`config.mk`:
```
export PLATFORM = sky130hd
export DESIGN_NAME = uart_rx_core
export DESIGN_NICKNAME = d
export VERILOG_FILES = /design/src/rtl/uart_rx_pkg.sv /design/src/rtl/uart_rx_sampler.sv /design/src/rtl/uart_rx_core.sv
export SDC_FILE = /design/constraint.sdc
export NUM_CORES = 1
export LEC_CHECK = 0
export ABC_CLOCK_PERIOD_IN_PS = 2950
export CAP_MARGIN = 10
export CORE_MARGIN = 2
export CORE_UTILIZATION = 40
export DETAILED_ROUTE_END_ITERATION = 10
export PLACE_DENSITY = 0.58
export SYNTH_ARGS = -nofsm -noshare
export SYNTH_HDL_FRONTEND = slang
export SYNTH_SLANG_ARGS = --single-unit
```
`constraint.sdc`:
```
create_clock -name CLK -period 2.95 [get_ports CLK]
set_input_delay 0.4425 -clock CLK [delete_from_list [all_inputs] [get_ports CLK]]
set_output_delay 0.4425 -clock CLK [all_outputs]
set_load 0.05 [all_outputs]
```
`src/rtl/uart_rx_pkg.sv`:
```
// Shared definitions for the UART receive path: state encoding, parity
// selectors and the supported oversampling ratios.
package uart_rx_pkg;

    typedef enum logic [2:0] {
        ST_IDLE,
        ST_START,
        ST_DATA,
        ST_PARITY,
        ST_STOP
    } uart_rx_state_e;

    localparam logic PAR_EVEN = 1'b0;
    localparam logic PAR_ODD  = 1'b1;

    localparam int PRESCALE_8  = 8;
    localparam int PRESCALE_16 = 16;
    localparam int PRESCALE_32 = 32;

    // Anything other than 16 or 32 falls back to 8x oversampling.
    function automatic logic [5:0] norm_prescale(input logic [31:0] p);
        if (p == 32'(PRESCALE_16)) begin
            return 6'(PRESCALE_16);
        end
        if (p == 32'(PRESCALE_32)) begin
            return 6'(PRESCALE_32);
        end
        return 6'(PRESCALE_8);
    endfunction

endpackage

```
`src/rtl/uart_rx_sampler.sv`:
```
// Per-bit oversampling counter with a 3-tap mid-bit capture and majority vote.
// sample_valid marks the last oversampling cycle of a bit, when sampled_bit is settled.
module uart_rx_sampler
    import uart_rx_pkg::*;
(
    input  logic       CLK,
    input  logic       RST,
    input  logic       active,
    input  logic       RX_IN,
    input  logic [5:0] prescale,
    output logic       sampled_bit,
    output logic       sample_valid
);

    logic [4:0] edge_cnt;
    logic [2:0] taps;
    logic [4:0] half;
    logic       last_edge;

    assign half      = prescale[5:1];
    assign last_edge = (edge_cnt == 5'(prescale - 6'd1));

    always_ff @(posedge CLK or negedge RST) begin
        if (!RST) begin
            edge_cnt <= '0;
            taps     <= '0;
        end else begin
            if (!active || last_edge) begin
                edge_cnt <= '0;
            end else begin
                edge_cnt <= edge_cnt + 5'd1;
            end
            if (active) begin
                if (edge_cnt == half - 5'd1) taps[0] <= RX_IN;
                if (edge_cnt == half)        taps[1] <= RX_IN;
                if (edge_cnt == half + 5'd1) taps[2] <= RX_IN;
            end
        end
    end

    assign sampled_bit  = (taps[0] & taps[1]) | (taps[0] & taps[2]) | (taps[1] & taps[2]);
    assign sample_valid = active & last_edge;

endmodule

```
`src/rtl/uart_rx_core.sv`:
```
// UART receiver: start detection, LSB-first deserialisation, parity/stop
// checks and single-cycle result pulses emitted on return to IDLE.
module uart_rx_core
    import uart_rx_pkg::*;
#(
    parameter int DATA_WIDTH = 8,
    parameter int PRESCALE_W = 6
) (
    input  logic                  CLK,
    input  logic                  RST,
    input  logic                  RX_IN,
    input  logic                  PAR_EN,
    input  logic                  PAR_TYP,
    input  logic [PRESCALE_W-1:0] Prescale,
    output logic [DATA_WIDTH-1:0] P_DATA,
    output logic                  data_valid,
    output logic                  par_err,
    output logic                  stp_err
);

    localparam int BIT_W = $clog2(DATA_WIDTH + 3);

    uart_rx_state_e        state_q, state_d;
    logic [BIT_W-1:0]      bit_cnt_q;
    logic [DATA_WIDTH-1:0] shift_q;
    logic [5:0]            p_q;
    logic                  par_en_q, par_typ_q, par_bad_q;
    logic                  sampled_bit, sample_valid, start_det;

    assign start_det = (state_q == ST_IDLE) && !RX_IN;

    uart_rx_sampler u_sampler (
        .CLK          (CLK),
        .RST          (RST),
        .active       (state_q != ST_IDLE),
        .RX_IN        (RX_IN),
        .prescale     (p_q),
        .sampled_bit  (sampled_bit),
        .sample_valid (sample_valid)
    );

    always_ff @(posedge CLK or negedge RST) begin
        if (!RST) state_q <= ST_IDLE;
        else      state_q <= state_d;
    end

    always_comb begin
        state_d = state_q;
        case (state_q)
            ST_IDLE:   if (!RX_IN) state_d = ST_START;
            ST_START:  if (sample_valid) state_d = sampled_bit ? ST_IDLE : ST_DATA;
            ST_DATA:   if (sample_valid && bit_cnt_q == BIT_W'(DATA_WIDTH))
                           state_d = par_en_q ? ST_PARITY : ST_STOP;
            ST_PARITY: if (sample_valid) state_d = ST_STOP;
            ST_STOP:   if (sample_valid) state_d = ST_IDLE;
            default:   state_d = ST_IDLE;
        endcase
    end

    // bit_cnt reads 1..DATA_WIDTH while data bits are in flight (start bit is 0).
    always_ff @(posedge CLK or negedge RST) begin
        if (!RST) begin
            bit_cnt_q  <= '0;
            shift_q    <= '0;
            p_q        <= 6'(PRESCALE_8);
            par_en_q   <= 1'b0;
            par_typ_q  <= PAR_EVEN;
            par_bad_q  <= 1'b0;
            P_DATA     <= '0;
            data_valid <= 1'b0;
            par_err    <= 1'b0;
            stp_err    <= 1'b0;
        end else begin
            data_valid <= 1'b0;
            par_err    <= 1'b0;
            stp_err    <= 1'b0;
            if (state_q == ST_IDLE) begin
                bit_cnt_q <= '0;
            end else if (sample_valid) begin
                bit_cnt_q <= bit_cnt_q + BIT_W'(1);
            end
            if (start_det) begin
                p_q       <= norm_prescale(32'(Prescale));
                par_en_q  <= PAR_EN;
                par_typ_q <= PAR_TYP;
                par_bad_q <= 1'b0;
            end
            if (sample_valid) begin
                case (state_q)
                    ST_DATA:   shift_q <= {sampled_bit, shift_q[DATA_WIDTH-1:1]};
                    ST_PARITY: par_bad_q <= (sampled_bit != ((^shift_q) ^ par_typ_q));
                    ST_STOP: begin
                        par_err <= par_bad_q;
                        stp_err <= !sampled_bit;
                        if (!par_bad_q && sampled_bit) begin
                            data_valid <= 1'b1;
                            P_DATA     <= shift_q;
                        end
                    end
                    default: ;
                endcase
            end
        end
    end

endmodule
```
==> metrics.md <==
| Metric | Value |
|---|---|
| H-tree lvl count | `2` |
| Tcrit/Tclk final | `0.8047` |
| CTS sink cnt | `40` |
| WL/cell | `13.40 um` |
| Max_cap viols | `0` |
| Initial antenna violation count | `0` |
| Status | `complete, no violations` |
| Post-Route WL | `3351 um` |
| I/O Buffers | `21` |
| Via count | `1235` |
| Asr flop ratio synth | `1.000` |
| Syn Nets | `176` |
| TNS Setup | `0 ps` |
| Area Overhead vs Synth | `17.15%` |
| Post-synth top area share | `0.4794` |
| DRT iter0 DRCs | `48` |
| Post-CTS Setup Inserts | `0` |
| Max Freq | `421.2 MHz` |
| Largest net degree at the start of global routing | `41` |
| Mapped Cells | `159` |
| Max_slew headroom | `0.4136` |
| Syn. warnings | `0` |
| Worst Skew | `7.519 ps` |
| CP max FO | `9` |
| First-pass GRT wire length | `5823 um` |
| EDFF count, synth | `0` |
| DRC violations left | `0` |
| RSZ-0062 raised after global routing | `no` |
| Grt ovf | `0` |
| Gpl congestion | `0.7454` |
| Post-synthesis cell area | `2036 um2` |
| Final setup vio count | `0` |
| Setup crit end kind | `flop` |
| R2R Path End | `shift_q[6]$_DFFE_PN0P_` |
| # diodes | `0` |
| # fillers | `452` |
| Via-to-Cell Ratio | `4.940` |
| Static leakage | `1.092 nW` |
| Clock Root Buffer | `clkbuf_8` |
| Final Hold Fails | `0` |
| Tot Pwr | `1.690 mW` |
| GRT Total Usage | `0.1390` |
| Full die area | `5676 um2` |
| Avg Synthesized Cell Area | `12.80 um2` |
| Initial Util | `0.4226` |
| Worst min path class | `in2async` |
| Worst EP required | `3130 ps` |
| Pre-antenna DRT Iters | `4` |
| Hold_buf cts | `0` |
| Antenna viol nets, final | `0` |
| CTS tree | `done` |
| Min Tclk post-route | `2374 ps` |
| Worst path arrival time | `2550 ps` |
| Final std cells w/o fill | `250` |
| Placeable Area | `4817 um2` |
| Die H | `75.34 um` |
| Worst-skew pair later-pin latency | `300 ps` |
| Site Rows | `25` |
| I/O pins | `22` |
| Post-synthesis register bit count | `40` |
| Clk slew on worst S/H paths | `70 ps` |
| DPL Wire Length | `2466 um` |
| Count of cell types in the netlist | `42` |
| Largest area contributor in the netlist | `dfrtp_1` |
| Least-Margin Pin Slew | `879.5 ps` |
| Placed Area | `2292 um2` |
| PwrDens | `708.5 nW/um2` |
| Num CTS Buffers | `5` |
| CTS max path bufs | `2` |
| Nets | `199` |
| Sequential share of the synthesized area | `0.4923` |
| R2R Path Start | `p_q[3]$_DFFE_PN1P_` |
| WS Path Type | `reg2reg` |
| Flop-to-flop setup slack | `580 ps` |
| VDD IR max | `0.0002496 V` |
| Crit path launch type | `flop` |
| CTS resizes | `0` |
| Post-synth top flop | `dfrtp_1` |
| Most common library cells after synthesis | `dfrtp_1, mux2_4, nor2_1, xor2_1, xnor2_1` |
| Count leader, synth | `dfrtp_1` |
| Inst Count DP | `242` |
| Worst Reg-to-Reg Cells | `6` |
| Vias in the first global route | `1293` |
| Share of layout cells above drive strength 1 | `0.1913` |
| Max Slew Vio Count | `0` |
| Chip Width | `75.34 um` |
| Layout Cell Area excl Fill | `2385 um2` |
| Synth area leaders | `dfrtp_1, mux2_4, xor2_1, ha_1, xnor2_1` |
-- cell type report --
class | count | area [um2] | area share
clock buffer | 6 | 82.58 | 0.03463
tap | 67 | 83.83 | 0.03515
inverter | 7 | 26.28 | 0.01102
multi-input combinational | 106 | 967.2 | 0.4056
sequential | 40 | 1002 | 0.4203
timing repair buffer | 22 | 212.7 | 0.08919
clock inverter | 2 | 10.01 | 0.004197
-- through the flow --
step | util | hold WS, ps | worst slack (ps)
6_report | 0.4951 | 264.3 | 576.0
5_1_grt | 0.4951 | 346.9 | 474.0
4_1_cts | 0.4951 | 293.4 | 572.1
3_5_place_dp | 0.4758 | 482.6 | 588.3
3_3_place_gp | 0.4758 | 480.8 | 676.4
2_1_floorplan | - | 146.9 | 842.2
-- state kept, by name, indices dropped and copies added (netlist names) --
register and flops:
p_q 3, par_typ_q 1, bit_cnt_q 4, stp_err 1, shift_q 8, par_err 1
u_sampler.taps 3, par_en_q 1, P_DATA 8, u_sampler.edge_cnt 5, state_q 3, data_valid 1
par_bad_q 1
-- worst max path at each step --
stage / to / cells after the start / slack, ps / from
after detailed placement: shift_q[6]$_DFFE_PN0P_ / 6 / 590 / p_q[3]$_DFFE_PN1P_
after CTS: shift_q[6]$_DFFE_PN0P_ / 6 / 570 / p_q[3]$_DFFE_PN1P_
final: shift_q[6]$_DFFE_PN0P_ / 6 / 580 / p_q[3]$_DFFE_PN1P_
after floorplan: P_DATA[0]$_DFFE_PN0P_ / 7 / 840 / p_q[3]$_DFFE_PN1P_
after global placement: shift_q[1]$_DFFE_PN0P_ / 6 / 680 / p_q[3]$_DFFE_PN1P_
after global routing: shift_q[4]$_DFFE_PN0P_ / 6 / 470 / p_q[3]$_DFFE_PN1P_
-- logic make-up after synthesis --
group                      Yosys count  synth area share
and+or+nand+nor                     45            0.1395
DFF                                 40            0.4923
muxes                               22            0.1506
xor gates and xnor gates            21            0.1045
buffers and inverters               13           0.03258
AOI/OAI and AO/OA                   11           0.03872
adders and majority gates            7           0.04179
-- cell usage in the layout, fill, tap and decap left out, drive strengths merged, types with 6 or more instances in the layout --
| cell type | n |
|---|---|
| dfrtp | 39 |
| clkdlybuf4s50 | 20 |
| clkbuf | 6 |
| nor2 | 14 |
| xor2 | 12 |
| nand2 | 8 |
| inv | 7 |
| mux2 | 21 |
| xnor2 | 8 |
| ha | 6 |
-- critical path: stages (launching register included) --
cell and delay, ps:
dfstp_2 580, inv_1 60, ha_1 350, xor2_2 280, and3_1 520, nand2_8 150
mux2_4 330
-- routing by layer --
metal,vias up,GRT usage,routed length [um]
li1,588,-,-
met1,613,0.1553,1382
met2,27,0.2473,1759
met3,7,0.03968,142
met4,0,0.05848,67
met5,-,0,0
-- power by group --
group	leakage (nW)	total [mW]	internal (mW)	switching, mW
registers	0.529	0.797	0.666	0.131
logic	0.513	0.519	0.239	0.280
clock network	0.0510	0.374	0.187	0.187
total	1.09	1.69	1.09	0.598
No activity file was read; power rests on OpenSTA's default activity.
